$ cat config.mk
export PLATFORM = sky130hd
export DESIGN_NAME = vram_rd_arb_flat
export DESIGN_NICKNAME = d
export VERILOG_FILES = /design/src/rtl/vram_rd_arb_pkg.sv /design/src/rtl/vram_rd_arb_if.sv /design/src/rtl/vram_rd_arb_beatchk.sv /design/src/rtl/vram_rd_arb.sv /design/src/flat_wrapper.sv
export SDC_FILE = /design/constraint.sdc
export NUM_CORES = 1
export LEC_CHECK = 0
export CAP_MARGIN = 40
export CORE_AREA = 2 2 106 108
export DETAILED_ROUTE_END_ITERATION = 10
export DIE_AREA = 0 0 108 110
export PLACE_DENSITY = 0.81
export SYNTH_ARGS = -nofsm -noshare
export SYNTH_HDL_FRONTEND = slang
export SYNTH_SLANG_ARGS = --single-unit
$ cat constraint.sdc
create_clock -name ACLK -period 4.3 [get_ports ACLK]
set_clock_uncertainty 0.2 [all_clocks]
set_input_delay 0.86 -clock ACLK [delete_from_list [all_inputs] [get_ports ACLK]]
set_output_delay 0.86 -clock ACLK [all_outputs]
set_load 0.005 [all_outputs]
$ cat src/rtl/vram_rd_arb_pkg.sv
// Shared types and constants for the two-requester VRAM read arbiter.
package vram_rd_arb_pkg;

    localparam int unsigned LEN_W = 8;

    localparam logic [2:0] ARSIZE_8B    = 3'b011;
    localparam logic [1:0] ARBURST_INCR = 2'b01;

    typedef enum logic [1:0] {
        IDLE = 2'd0,
        ADDR = 2'd1,
        DATA = 2'd2
    } state_t;

    // Registered burst tag: owner index plus burst length minus one.
    typedef struct packed {
        logic             id;
        logic [LEN_W-1:0] len;
    } ar_ctl_t;

endpackage

$ cat src/rtl/vram_rd_arb_if.sv
// AR/R signal bundle between the two requesters, the arbiter and the AXI read port.
// master = arbiter view, slave = requesters plus AXI slave view.
interface vram_rd_arb_if #(
    parameter int unsigned ADDR_W = 32,
    parameter int unsigned DATA_W = 64
);
    logic [ADDR_W-1:0] S0_ARADDR;
    logic [7:0]        S0_ARLEN;
    logic              S0_ARVALID;
    logic              S0_ARREADY;
    logic              S0_RVALID;
    logic              S0_RREADY;

    logic [ADDR_W-1:0] S1_ARADDR;
    logic [7:0]        S1_ARLEN;
    logic              S1_ARVALID;
    logic              S1_ARREADY;
    logic              S1_RVALID;
    logic              S1_RREADY;

    logic [DATA_W-1:0] S_RDATA;
    logic              S_RLAST;

    logic              M_AXI_ARID;
    logic [ADDR_W-1:0] M_AXI_ARADDR;
    logic [7:0]        M_AXI_ARLEN;
    logic [2:0]        M_AXI_ARSIZE;
    logic [1:0]        M_AXI_ARBURST;
    logic              M_AXI_ARVALID;
    logic              M_AXI_ARREADY;

    logic              M_AXI_RID;
    logic [DATA_W-1:0] M_AXI_RDATA;
    logic              M_AXI_RLAST;
    logic              M_AXI_RVALID;
    logic              M_AXI_RREADY;

    logic              ARB_ERR;

    modport master (
        input  S0_ARADDR, S0_ARLEN, S0_ARVALID, S0_RREADY,
        input  S1_ARADDR, S1_ARLEN, S1_ARVALID, S1_RREADY,
        output S0_ARREADY, S0_RVALID, S1_ARREADY, S1_RVALID,
        output S_RDATA, S_RLAST,
        output M_AXI_ARID, M_AXI_ARADDR, M_AXI_ARLEN, M_AXI_ARSIZE,
        output M_AXI_ARBURST, M_AXI_ARVALID,
        input  M_AXI_ARREADY,
        input  M_AXI_RID, M_AXI_RDATA, M_AXI_RLAST, M_AXI_RVALID,
        output M_AXI_RREADY,
        output ARB_ERR
    );

    modport slave (
        output S0_ARADDR, S0_ARLEN, S0_ARVALID, S0_RREADY,
        output S1_ARADDR, S1_ARLEN, S1_ARVALID, S1_RREADY,
        input  S0_ARREADY, S0_RVALID, S1_ARREADY, S1_RVALID,
        input  S_RDATA, S_RLAST,
        input  M_AXI_ARID, M_AXI_ARADDR, M_AXI_ARLEN, M_AXI_ARSIZE,
        input  M_AXI_ARBURST, M_AXI_ARVALID,
        output M_AXI_ARREADY,
        output M_AXI_RID, M_AXI_RDATA, M_AXI_RLAST, M_AXI_RVALID,
        input  M_AXI_RREADY,
        input  ARB_ERR
    );

endinterface

$ cat src/rtl/vram_rd_arb_beatchk.sv
// Per-burst beat counter and RLAST/RID consistency checker; raises a sticky error flag.
module vram_rd_arb_beatchk
    import vram_rd_arb_pkg::*;
(
    input  logic             ACLK,
    input  logic             ARESETN,
    input  logic             start,
    input  logic             beat,
    input  logic             rlast,
    input  logic             rid,
    input  logic             arid,
    input  logic [LEN_W-1:0] arlen,
    output logic             ARB_ERR
);

    logic [LEN_W-1:0] cnt_q;
    logic             at_end_c;
    logic             err_c;

    assign at_end_c = (cnt_q == arlen);

    // RLAST must coincide exactly with the final beat, and RID must match the owner.
    always_comb begin
        err_c = 1'b0;
        if (beat) begin
            if (rlast != at_end_c) err_c = 1'b1;
            if (rid != arid)       err_c = 1'b1;
        end
    end

    // Counter saturates at ARLEN so an overlong burst keeps flagging instead of wrapping.
    always_ff @(posedge ACLK or negedge ARESETN) begin
        if (!ARESETN) begin
            cnt_q <= '0;
        end else if (start) begin
            cnt_q <= '0;
        end else if (beat && !at_end_c) begin
            cnt_q <= cnt_q + LEN_W'(1);
        end
    end

    always_ff @(posedge ACLK or negedge ARESETN) begin
        if (!ARESETN) begin
            ARB_ERR <= 1'b0;
        end else if (err_c) begin
            ARB_ERR <= 1'b1;
        end
    end

endmodule

$ cat src/rtl/vram_rd_arb.sv
// Two-requester AXI read arbiter: one burst at a time, ARID-tagged, R data steered to the owner.
// Define VRAM_RD_ARB_S0_PRIO_EN for fixed S0 priority; otherwise round-robin.
module vram_rd_arb
    import vram_rd_arb_pkg::*;
#(
    parameter int unsigned ADDR_W = 32,
    parameter int unsigned DATA_W = 64
) (
    input  logic          ACLK,
    input  logic          ARESETN,
    vram_rd_arb_if.master bus
);

    state_t            state_q;
    state_t            state_d;
    logic              req_any_c;
    logic              winner_c;
    logic              accept_c;
    logic              r_hs_c;
    logic [ADDR_W-1:0] araddr_q;
    ar_ctl_t           ar_q;
    logic              arb_err;

    logic              s0_arready_c;
    logic              s1_arready_c;
    logic              s0_rvalid_c;
    logic              s1_rvalid_c;
    logic              m_arvalid_c;
    logic              m_rready_c;

    assign req_any_c = bus.S0_ARVALID | bus.S1_ARVALID;
    assign accept_c  = (state_q == IDLE) & req_any_c;
    assign r_hs_c    = (state_q == DATA) & bus.M_AXI_RVALID & m_rready_c;

`ifndef VRAM_RD_ARB_S0_PRIO_EN
    logic last_grant_q;

    // Resets to 1 so that S0 wins the first contest.
    always_ff @(posedge ACLK or negedge ARESETN) begin
        if (!ARESETN) begin
            last_grant_q <= 1'b1;
        end else if (accept_c) begin
            last_grant_q <= winner_c;
        end
    end
`endif

    // Winner selection among the current requests.
    always_comb begin
        winner_c = 1'b0;
`ifdef VRAM_RD_ARB_S0_PRIO_EN
        if (bus.S1_ARVALID && !bus.S0_ARVALID) winner_c = 1'b1;
`else
        if (bus.S0_ARVALID && bus.S1_ARVALID) winner_c = ~last_grant_q;
        else if (bus.S1_ARVALID)              winner_c = 1'b1;
`endif
    end

    always_ff @(posedge ACLK or negedge ARESETN) begin
        if (!ARESETN) begin
            state_q <= IDLE;
        end else begin
            state_q <= state_d;
        end
    end

    always_comb begin
        state_d = state_q;
        unique case (state_q)
            IDLE:    if (req_any_c)                     state_d = ADDR;
            ADDR:    if (bus.M_AXI_ARREADY)             state_d = DATA;
            DATA:    if (r_hs_c && bus.M_AXI_RLAST)     state_d = IDLE;
            default:                                    state_d = IDLE;
        endcase
    end

    // Handshake outputs decoded from state; R path is a pure mux onto the owner.
    always_comb begin
        s0_arready_c = 1'b0;
        s1_arready_c = 1'b0;
        s0_rvalid_c  = 1'b0;
        s1_rvalid_c  = 1'b0;
        m_arvalid_c  = 1'b0;
        m_rready_c   = 1'b0;
        unique case (state_q)
            IDLE: begin
                s0_arready_c = req_any_c & ~winner_c;
                s1_arready_c = req_any_c &  winner_c;
            end
            ADDR: begin
                m_arvalid_c = 1'b1;
            end
            DATA: begin
                m_rready_c  = ar_q.id ? bus.S1_RREADY : bus.S0_RREADY;
                s0_rvalid_c = ~ar_q.id & bus.M_AXI_RVALID;
                s1_rvalid_c =  ar_q.id & bus.M_AXI_RVALID;
            end
            default: ;
        endcase
    end

    always_ff @(posedge ACLK or negedge ARESETN) begin
        if (!ARESETN) begin
            araddr_q <= '0;
            ar_q     <= '0;
        end else if (accept_c) begin
            araddr_q <= winner_c ? bus.S1_ARADDR : bus.S0_ARADDR;
            ar_q.id  <= winner_c;
            ar_q.len <= winner_c ? bus.S1_ARLEN : bus.S0_ARLEN;
        end
    end

    vram_rd_arb_beatchk u_beatchk (
        .ACLK    (ACLK),
        .ARESETN (ARESETN),
        .start   (accept_c),
        .beat    (r_hs_c),
        .rlast   (bus.M_AXI_RLAST),
        .rid     (bus.M_AXI_RID),
        .arid    (ar_q.id),
        .arlen   (ar_q.len),
        .ARB_ERR (arb_err)
    );

    assign bus.S0_ARREADY    = s0_arready_c;
    assign bus.S1_ARREADY    = s1_arready_c;
    assign bus.S0_RVALID     = s0_rvalid_c;
    assign bus.S1_RVALID     = s1_rvalid_c;
    assign bus.S_RDATA       = DATA_W'(bus.M_AXI_RDATA);
    assign bus.S_RLAST       = bus.M_AXI_RLAST;
    assign bus.M_AXI_ARID    = ar_q.id;
    assign bus.M_AXI_ARADDR  = araddr_q;
    assign bus.M_AXI_ARLEN   = ar_q.len;
    assign bus.M_AXI_ARSIZE  = ARSIZE_8B;
    assign bus.M_AXI_ARBURST = ARBURST_INCR;
    assign bus.M_AXI_ARVALID = m_arvalid_c;
    assign bus.M_AXI_RREADY  = m_rready_c;
    assign bus.ARB_ERR       = arb_err;

endmodule

$ cat src/flat_wrapper.sv
// flat-port wrapper written by rule: the top's interface ports become plain ports
module vram_rd_arb_flat import vram_rd_arb_pkg::*;
#(
    parameter int unsigned ADDR_W = 32,
    parameter int unsigned DATA_W = 64
)
  (ACLK, ARESETN, bus_S0_ARADDR, bus_S0_ARLEN, bus_S0_ARVALID, bus_S0_RREADY, bus_S1_ARADDR, bus_S1_ARLEN, bus_S1_ARVALID, bus_S1_RREADY, bus_S0_ARREADY, bus_S0_RVALID, bus_S1_ARREADY, bus_S1_RVALID, bus_S_RDATA, bus_S_RLAST, bus_M_AXI_ARID, bus_M_AXI_ARADDR, bus_M_AXI_ARLEN, bus_M_AXI_ARSIZE, bus_M_AXI_ARBURST, bus_M_AXI_ARVALID, bus_M_AXI_ARREADY, bus_M_AXI_RID, bus_M_AXI_RDATA, bus_M_AXI_RLAST, bus_M_AXI_RVALID, bus_M_AXI_RREADY, bus_ARB_ERR);
  vram_rd_arb_if #(.ADDR_W(ADDR_W), .DATA_W(DATA_W)) bus_i ();
  input  logic ACLK;
  input  logic ARESETN;
  input wire logic [$bits(bus_i.S0_ARADDR)-1:0] bus_S0_ARADDR;
  input wire logic [$bits(bus_i.S0_ARLEN)-1:0] bus_S0_ARLEN;
  input wire logic [$bits(bus_i.S0_ARVALID)-1:0] bus_S0_ARVALID;
  input wire logic [$bits(bus_i.S0_RREADY)-1:0] bus_S0_RREADY;
  input wire logic [$bits(bus_i.S1_ARADDR)-1:0] bus_S1_ARADDR;
  input wire logic [$bits(bus_i.S1_ARLEN)-1:0] bus_S1_ARLEN;
  input wire logic [$bits(bus_i.S1_ARVALID)-1:0] bus_S1_ARVALID;
  input wire logic [$bits(bus_i.S1_RREADY)-1:0] bus_S1_RREADY;
  output wire logic [$bits(bus_i.S0_ARREADY)-1:0] bus_S0_ARREADY;
  output wire logic [$bits(bus_i.S0_RVALID)-1:0] bus_S0_RVALID;
  output wire logic [$bits(bus_i.S1_ARREADY)-1:0] bus_S1_ARREADY;
  output wire logic [$bits(bus_i.S1_RVALID)-1:0] bus_S1_RVALID;
  output wire logic [$bits(bus_i.S_RDATA)-1:0] bus_S_RDATA;
  output wire logic [$bits(bus_i.S_RLAST)-1:0] bus_S_RLAST;
  output wire logic [$bits(bus_i.M_AXI_ARID)-1:0] bus_M_AXI_ARID;
  output wire logic [$bits(bus_i.M_AXI_ARADDR)-1:0] bus_M_AXI_ARADDR;
  output wire logic [$bits(bus_i.M_AXI_ARLEN)-1:0] bus_M_AXI_ARLEN;
  output wire logic [$bits(bus_i.M_AXI_ARSIZE)-1:0] bus_M_AXI_ARSIZE;
  output wire logic [$bits(bus_i.M_AXI_ARBURST)-1:0] bus_M_AXI_ARBURST;
  output wire logic [$bits(bus_i.M_AXI_ARVALID)-1:0] bus_M_AXI_ARVALID;
  input wire logic [$bits(bus_i.M_AXI_ARREADY)-1:0] bus_M_AXI_ARREADY;
  input wire logic [$bits(bus_i.M_AXI_RID)-1:0] bus_M_AXI_RID;
  input wire logic [$bits(bus_i.M_AXI_RDATA)-1:0] bus_M_AXI_RDATA;
  input wire logic [$bits(bus_i.M_AXI_RLAST)-1:0] bus_M_AXI_RLAST;
  input wire logic [$bits(bus_i.M_AXI_RVALID)-1:0] bus_M_AXI_RVALID;
  output wire logic [$bits(bus_i.M_AXI_RREADY)-1:0] bus_M_AXI_RREADY;
  output wire logic [$bits(bus_i.ARB_ERR)-1:0] bus_ARB_ERR;
  assign bus_i.S0_ARADDR = bus_S0_ARADDR;
  assign bus_i.S0_ARLEN = bus_S0_ARLEN;
  assign bus_i.S0_ARVALID = bus_S0_ARVALID;
  assign bus_i.S0_RREADY = bus_S0_RREADY;
  assign bus_i.S1_ARADDR = bus_S1_ARADDR;
  assign bus_i.S1_ARLEN = bus_S1_ARLEN;
  assign bus_i.S1_ARVALID = bus_S1_ARVALID;
  assign bus_i.S1_RREADY = bus_S1_RREADY;
  assign bus_S0_ARREADY = bus_i.S0_ARREADY;
  assign bus_S0_RVALID = bus_i.S0_RVALID;
  assign bus_S1_ARREADY = bus_i.S1_ARREADY;
  assign bus_S1_RVALID = bus_i.S1_RVALID;
  assign bus_S_RDATA = bus_i.S_RDATA;
  assign bus_S_RLAST = bus_i.S_RLAST;
  assign bus_M_AXI_ARID = bus_i.M_AXI_ARID;
  assign bus_M_AXI_ARADDR = bus_i.M_AXI_ARADDR;
  assign bus_M_AXI_ARLEN = bus_i.M_AXI_ARLEN;
  assign bus_M_AXI_ARSIZE = bus_i.M_AXI_ARSIZE;
  assign bus_M_AXI_ARBURST = bus_i.M_AXI_ARBURST;
  assign bus_M_AXI_ARVALID = bus_i.M_AXI_ARVALID;
  assign bus_i.M_AXI_ARREADY = bus_M_AXI_ARREADY;
  assign bus_i.M_AXI_RID = bus_M_AXI_RID;
  assign bus_i.M_AXI_RDATA = bus_M_AXI_RDATA;
  assign bus_i.M_AXI_RLAST = bus_M_AXI_RLAST;
  assign bus_i.M_AXI_RVALID = bus_M_AXI_RVALID;
  assign bus_M_AXI_RREADY = bus_i.M_AXI_RREADY;
  assign bus_ARB_ERR = bus_i.ARB_ERR;
  vram_rd_arb #(.ADDR_W(ADDR_W), .DATA_W(DATA_W)) u_core (.ACLK(ACLK), .ARESETN(ARESETN), .bus(bus_i));
endmodule
# ---- Yosys cells after proc, flatten, opt, wreduce, memory -nomap -nowiden
# Index checks and enable logic that the tools add are counted.
dict set report classes {
  add_sub_neg 1
  eq_ne 8
  mux 20
  bitwise_logic 11
  reduce_logical 7
}
# op count
set ops {}
lappend ops {{$mux W32} 1}
lappend ops {{$mux W8} 3}
lappend ops {{$mux W1} 12}
lappend ops {{$add A8 B1 Y8 const B} 1}
lappend ops {{$eq A8 B8 Y1} 1}
lappend ops {{$and A1 B1 Y1} 7}
lappend ops {{$mux W2} 3}
lappend ops {{$pmux W2 S3} 1}
lappend ops {{$ne A2 B2 Y1 const B} 2}
lappend ops {{$logic_and A1 B1 Y1} 3}
lappend ops {{$not A1 Y1} 3}
lappend ops {{$reduce_and A3 Y1} 1}
lappend ops {{$eq A2 B1 Y1 const B} 1}
lappend ops {{$eq A2 B2 Y1 const B} 1}
lappend ops {{$logic_not A2 Y1} 1}
lappend ops {{$ne A1 B1 Y1} 2}
lappend ops {{$ne A2 B1 Y1 const B} 1}
lappend ops {{$reduce_bool A2 Y1} 1}
lappend ops {{$logic_not A1 Y1} 1}
lappend ops {{$or A1 B1 Y1} 1}
dict set report word_totals {
  ff_bits 53
  input_bits 154
  output_inout_bits 118
  elab_cells 54
}

# ---- Logic depth before layout (Yosys ltp)
# Gate-level depths: netlist of run 1.
dict set report logic_depth {
  ltp_word 6
  ltp_mapped 7
  depth_no_buf 5
}

# ---- By module
# From an unflattened synthesis of run 1, not the netlist that was laid out.
dict set report hier_totals {
  cells_unflattened 347
  area_unflattened_um2 3209.3
}
# mod instances cells_per_inst area_per_inst_um2 seq_area_each_um2
set modules_own_cells {}
lappend modules_own_cells {vram_rd_arb 1 281 2595.0 1102.3}
lappend modules_own_cells {vram_rd_arb_beatchk 1 66 614.3 225.2}

# ---- Worst setup path before layout of run 1
# OpenSTA, ideal clock, no wires.
dict set report synth_timing {
  kind {in2out}
  startpoint {input bus_S1_ARVALID}
  endpoint {output bus_S1_ARREADY}
  arrival_ps 1715
  t_required_ps 3240
  setup_slack_ps 1525
  cell_stages 5
  n_path_buf 3
  path_cell_list {a21boi_0 > buf_2 > and2_1 > buf_2 > buf_2}
}
dict set report synth_between {
  elab_chain_cells 4
  elab_cells_between_ends 6
  cone_classes {mux: 3; bitwise: 2; reduce/logical: 1}
}
# element line
set synth_rtl {}
lappend synth_rtl {{from (decl)} flat_wrapper.sv:17} ;# input wire logic [$bits(bus_i.S1_ARVALID)-1:0] bus_S1_ARVALID;
lappend synth_rtl {{$mux W1 or $logic_and A1 B1 Y1 (tied branches)} {vram_rd_arb.sv:55, vram_rd_arb.sv:54}}
lappend synth_rtl {{$mux W1} vram_rd_arb.sv:54} ;# if (bus.S0_ARVALID && bus.S1_ARVALID) winner_c = ~last_grant_q;
lappend synth_rtl {{$and A1 B1 Y1 (*)} vram_rd_arb.sv:88} ;# s1_arready_c = req_any_c & winner_c;
lappend synth_rtl {{$mux W1 (*)} vram_rd_arb.sv:85} ;# unique case (state_q)
lappend synth_rtl {{to (decl)} flat_wrapper.sv:21} ;# output wire logic [$bits(bus_i.S1_ARREADY)-1:0] bus_S1_ARREADY;
# Mark *: on every way between the ends. The rest lies on a longest branch, timed or not.

# ---- Worst setup path after layout of run 1
# Ends and elaborated chain as after synthesis.

==> summary.txt, run 1 <==
Job
  – Max-cap violations: 0

Final layout
  – Area delta synth->final: 38.5%
  – Share of the core filled with cells: about two fifths
  – # diodes: 0
  – Commonest non-fill, non-tap cells in the layout: clkdlybuf4s50_1, nand2_1, dfrtp_1
  – Most common cell after layout, fill and taps aside: clkdlybuf4s50_1
  – Final Cell Area: 4180 um^2
  – Fin nets: about 550
  – Layout cell share with drive strength beyond 1: 5.32%

Placement
  – Post-DP HPWL: 6550 um
  – Gp weighted congestion: between 0.7 and 0.8
  – Placed Area: 4080 um^2
  – I/O Buffers: 138
  – Setup WS pre-CTS: approximately 0.55 ns

Critical path
  – Critical Path AT: 2.68 ns
  – Most frequent CP cell: clkdlybuf4s50_1
  – Setup crit end kind: primary output
  – Crit path largest cell delay: 0.55 ns
  – Worst Path Max Fanout: 18
  – CP top delay family: buffers and inverters
  – Buffers & Inverters on Critical Path: 3
  – Startpoint types: primary input
  – Crit-path cells: clkdlybuf4s50_1 > a21boi_4 > buf_4 > and2_1 > clkdlybuf4s50_1
  – Crit path kind: in -> out
  – Crit path max-delay cell type: clkdlybuf4s50_1
  – Crit path required time: 3.24 ns

Pwr
  – Worst IR Drop VDD: 0.225 mV
  – Cell Int Power: 1470 uW
  – Clk pwr share: 13.3%
  – Power Density: approximately 550 nW/um^2
  – Leakage: 0.00177 uW
  – NetSw: between 800 and 900 uW
  – Comb pwr share: about half
  – Sequential share of power: 38.4%
  – Final Total Pwr: 2290 uW
  – Sw frac: 36.0%

Timing
  – Relative slew slack: between 50% and 60%
  – Setup_tns: 0 ns
  – RSZ-0062 raised after global routing: no
  – Worst setup margin: 0.565 ns
  – Worst Tran Pin Value: between 0.6 and 0.7 ns
  – Min Clock Period, post-route: 3.74 ns
  – Crit share post-route: 86.9%
  – Setup-failing EPs final: 0
  – Max Fclk: ~0.27 GHz
  – Fin. Hold Viols: 0
  – Max Transition Viols Final: 0

CTS
  – Cts bufs inserted: 5
  – Clk_lat worst skew: 0.32 ns
  – CTS clk-pin slew, worst paths: roughly 0.11 ns
  – Sink Count: 53
  – Post-CTS Setup Inserts: 0
  – CTS tree: built
  – CTS Hold Bufs: 0
  – H-Tree Depth: 2
  – Clock Tree Buf Depth: 2
  – Root buffer cell: clkbuf_8
  – Post-CTS resize count: 0

GRT
  – Vias in the first global route: 2,509
  – Largest net degree at the start of global routing: 66
  – Initial antenna violation count: 0
  – Tot GR Track Use: 14.0%
  – Grt ovf: 0
  – First-pass GRT wire length: 12,700 um

Route
  – DRT iter0 DRCs: 106
  – Remaining antenna violation count: 0
  – Final WL: 8320 um
  – DR WL/cell: 15.5 um
  – Router iterations before antenna repair: 4
  – Post-DR vias/cell: 4.60
  – Drt drc: 0
  – Routed vias: 2,459

Die
  – Core region area: around 11,000 um^2
  – Die area: roughly 12,000 um^2
  – Initial Util: 28.2%
  – IO Count: 272
  – Die Ht: 110 um
  – Die Width: around 110 um
  – # rows: 38

Synthesis
  – Seq cells post-synth: 53
  – Mean post-synth cell area: 9.25 um^2
  – Synthesized cell area: 3020 um^2
  – Library cells used by synthesis: 33
  – Register area share after synthesis: 44.0%
  – Syn Inst Count: 326
  – YS warnings: 0

Run status
  – Outcome: finished, final reports clean

Min path
  – Hold Path Class: reg -> reg
==> flip-flops by register name (all words and copies together) (netlist names) <==
signal and flops:
u_core.state_q 2, u_core.bus.M_AXI_ARLEN 8, u_core.bus.M_AXI_ARID 1, u_core.u_beatchk.ARB_ERR 1, u_core.bus.M_AXI_ARADDR 32, u_core.u_beatchk.cnt_q 8, u_core.last_grant_q 1
==> final timing paths <==
check | startpoint | slack, ns | endpoint | cells after the start
setup / recovery | bus_S1_ARVALID | 0.56 | bus_S1_ARREADY | 5
hold / removal | u_core.u_beatchk.ARB_ERR | 0.27 | u_core.u_beatchk.ARB_ERR | 1
setup reg to reg | u_core.u_beatchk.cnt_q[0] | 2.31 | u_core.u_beatchk.cnt_q[5] | 5
hold reg to reg | u_core.u_beatchk.ARB_ERR | 0.27 | u_core.u_beatchk.ARB_ERR | 1
max in group asynchronous | ARESETN | 2.76 | u_core.last_grant_q | 3
min in group asynchronous | ARESETN | 0.31 | u_core.bus.M_AXI_ARADDR[12] | 1
==> metrics by stage <==
step           cells  hold slack, ns
5_1_grt          535           0.291
2_1_floorplan    329           0.258
6_report         535           0.270
3_5_place_dp     527           0.254
4_1_cts          535           0.279
3_3_place_gp     525           0.249
==> power groups by stage <==
stage	sequential (uW)	clock, uW	combinational (uW)
2_1_floorplan	874	0	507
3_3_place_gp	883	0	1080
3_5_place_dp	890	0	1130
4_1_cts	882	319	1130
5_1_grt	913	339	1240
6_report	879	305	1110
==> layout make-up <==
type                            instances  area (um^2)
Multi-Input combinational cell        186         1120
Clock inverter                          3         26.3
Tap cell                              140          175
Fill cell                            1055         6520
Inverter                                4         15.0
Timing Repair Buffer                  144         1450
Clock buffer                            5         68.8
Sequential cell                        53         1330
==> synthesized netlist by cell type <==
cell type	instances	area share (%)
a21boi_0	1	0.25
a21o_1	2	0.50
a21oi_1	4	0.66
a22o_1	1	0.29
a22oi_1	23	5.7
a311oi_1	1	0.29
and2_1	2	0.41
buf_2	7	1.2
buf_4	70	17
clkbuf_1	9	1.1
conb_1	2	0.25
dfrtp_1	52	43
dfstp_2	1	0.87
ha_1	1	0.41
inv_1	4	0.50
mux2i_1	18	6.0
nand2_1	64	8.0
nand2b_1	1	0.21
nand3_1	4	0.66
nand3b_1	1	0.25
nand4_1	5	1.0
nor2_1	4	0.50
nor2_2	1	0.21
nor3b_1	1	0.25
o211ai_1	3	0.75
o21a_1	1	0.25
o21ai_0	24	4.0
o21ai_2	1	0.29
o31ai_1	4	1.0
or2_1	1	0.21
or3_1	3	0.62
or4_1	1	0.25
xnor2_1	9	2.6
==> cell families after synthesis <==
logic type | share of synthesized area (%)
xor+xnor | 2.61
flops | 44.0
buf+inv | 20.2
mux | 5.97
fa+ha+maj | 0.415
compound gates | 14.0
other cells | 0.249
simple gates | 12.6
==> routing by layer <==
metal	track usage [%]	up-vias	wire [um]
li1	-	1161	-
met5	0	-	0
met4	5.49	0	221
met3	5.00	23	812
met2	24.3	129	4140
met1	15.7	1146	3140
Note: power is estimated with default switching activity, not from simulation.
==> run 2: changes to the inputs <==
--- a/config.mk
+++ b/config.mk
@@ -13,3 +13,4 @@
 export SYNTH_ARGS = -nofsm -noshare
 export SYNTH_HDL_FRONTEND = slang
 export SYNTH_SLANG_ARGS = --single-unit
+export TNS_END_PERCENT = 100
==> results of run 2 <==
The final DEF is identical to that of run 1; final timing and power are the same.
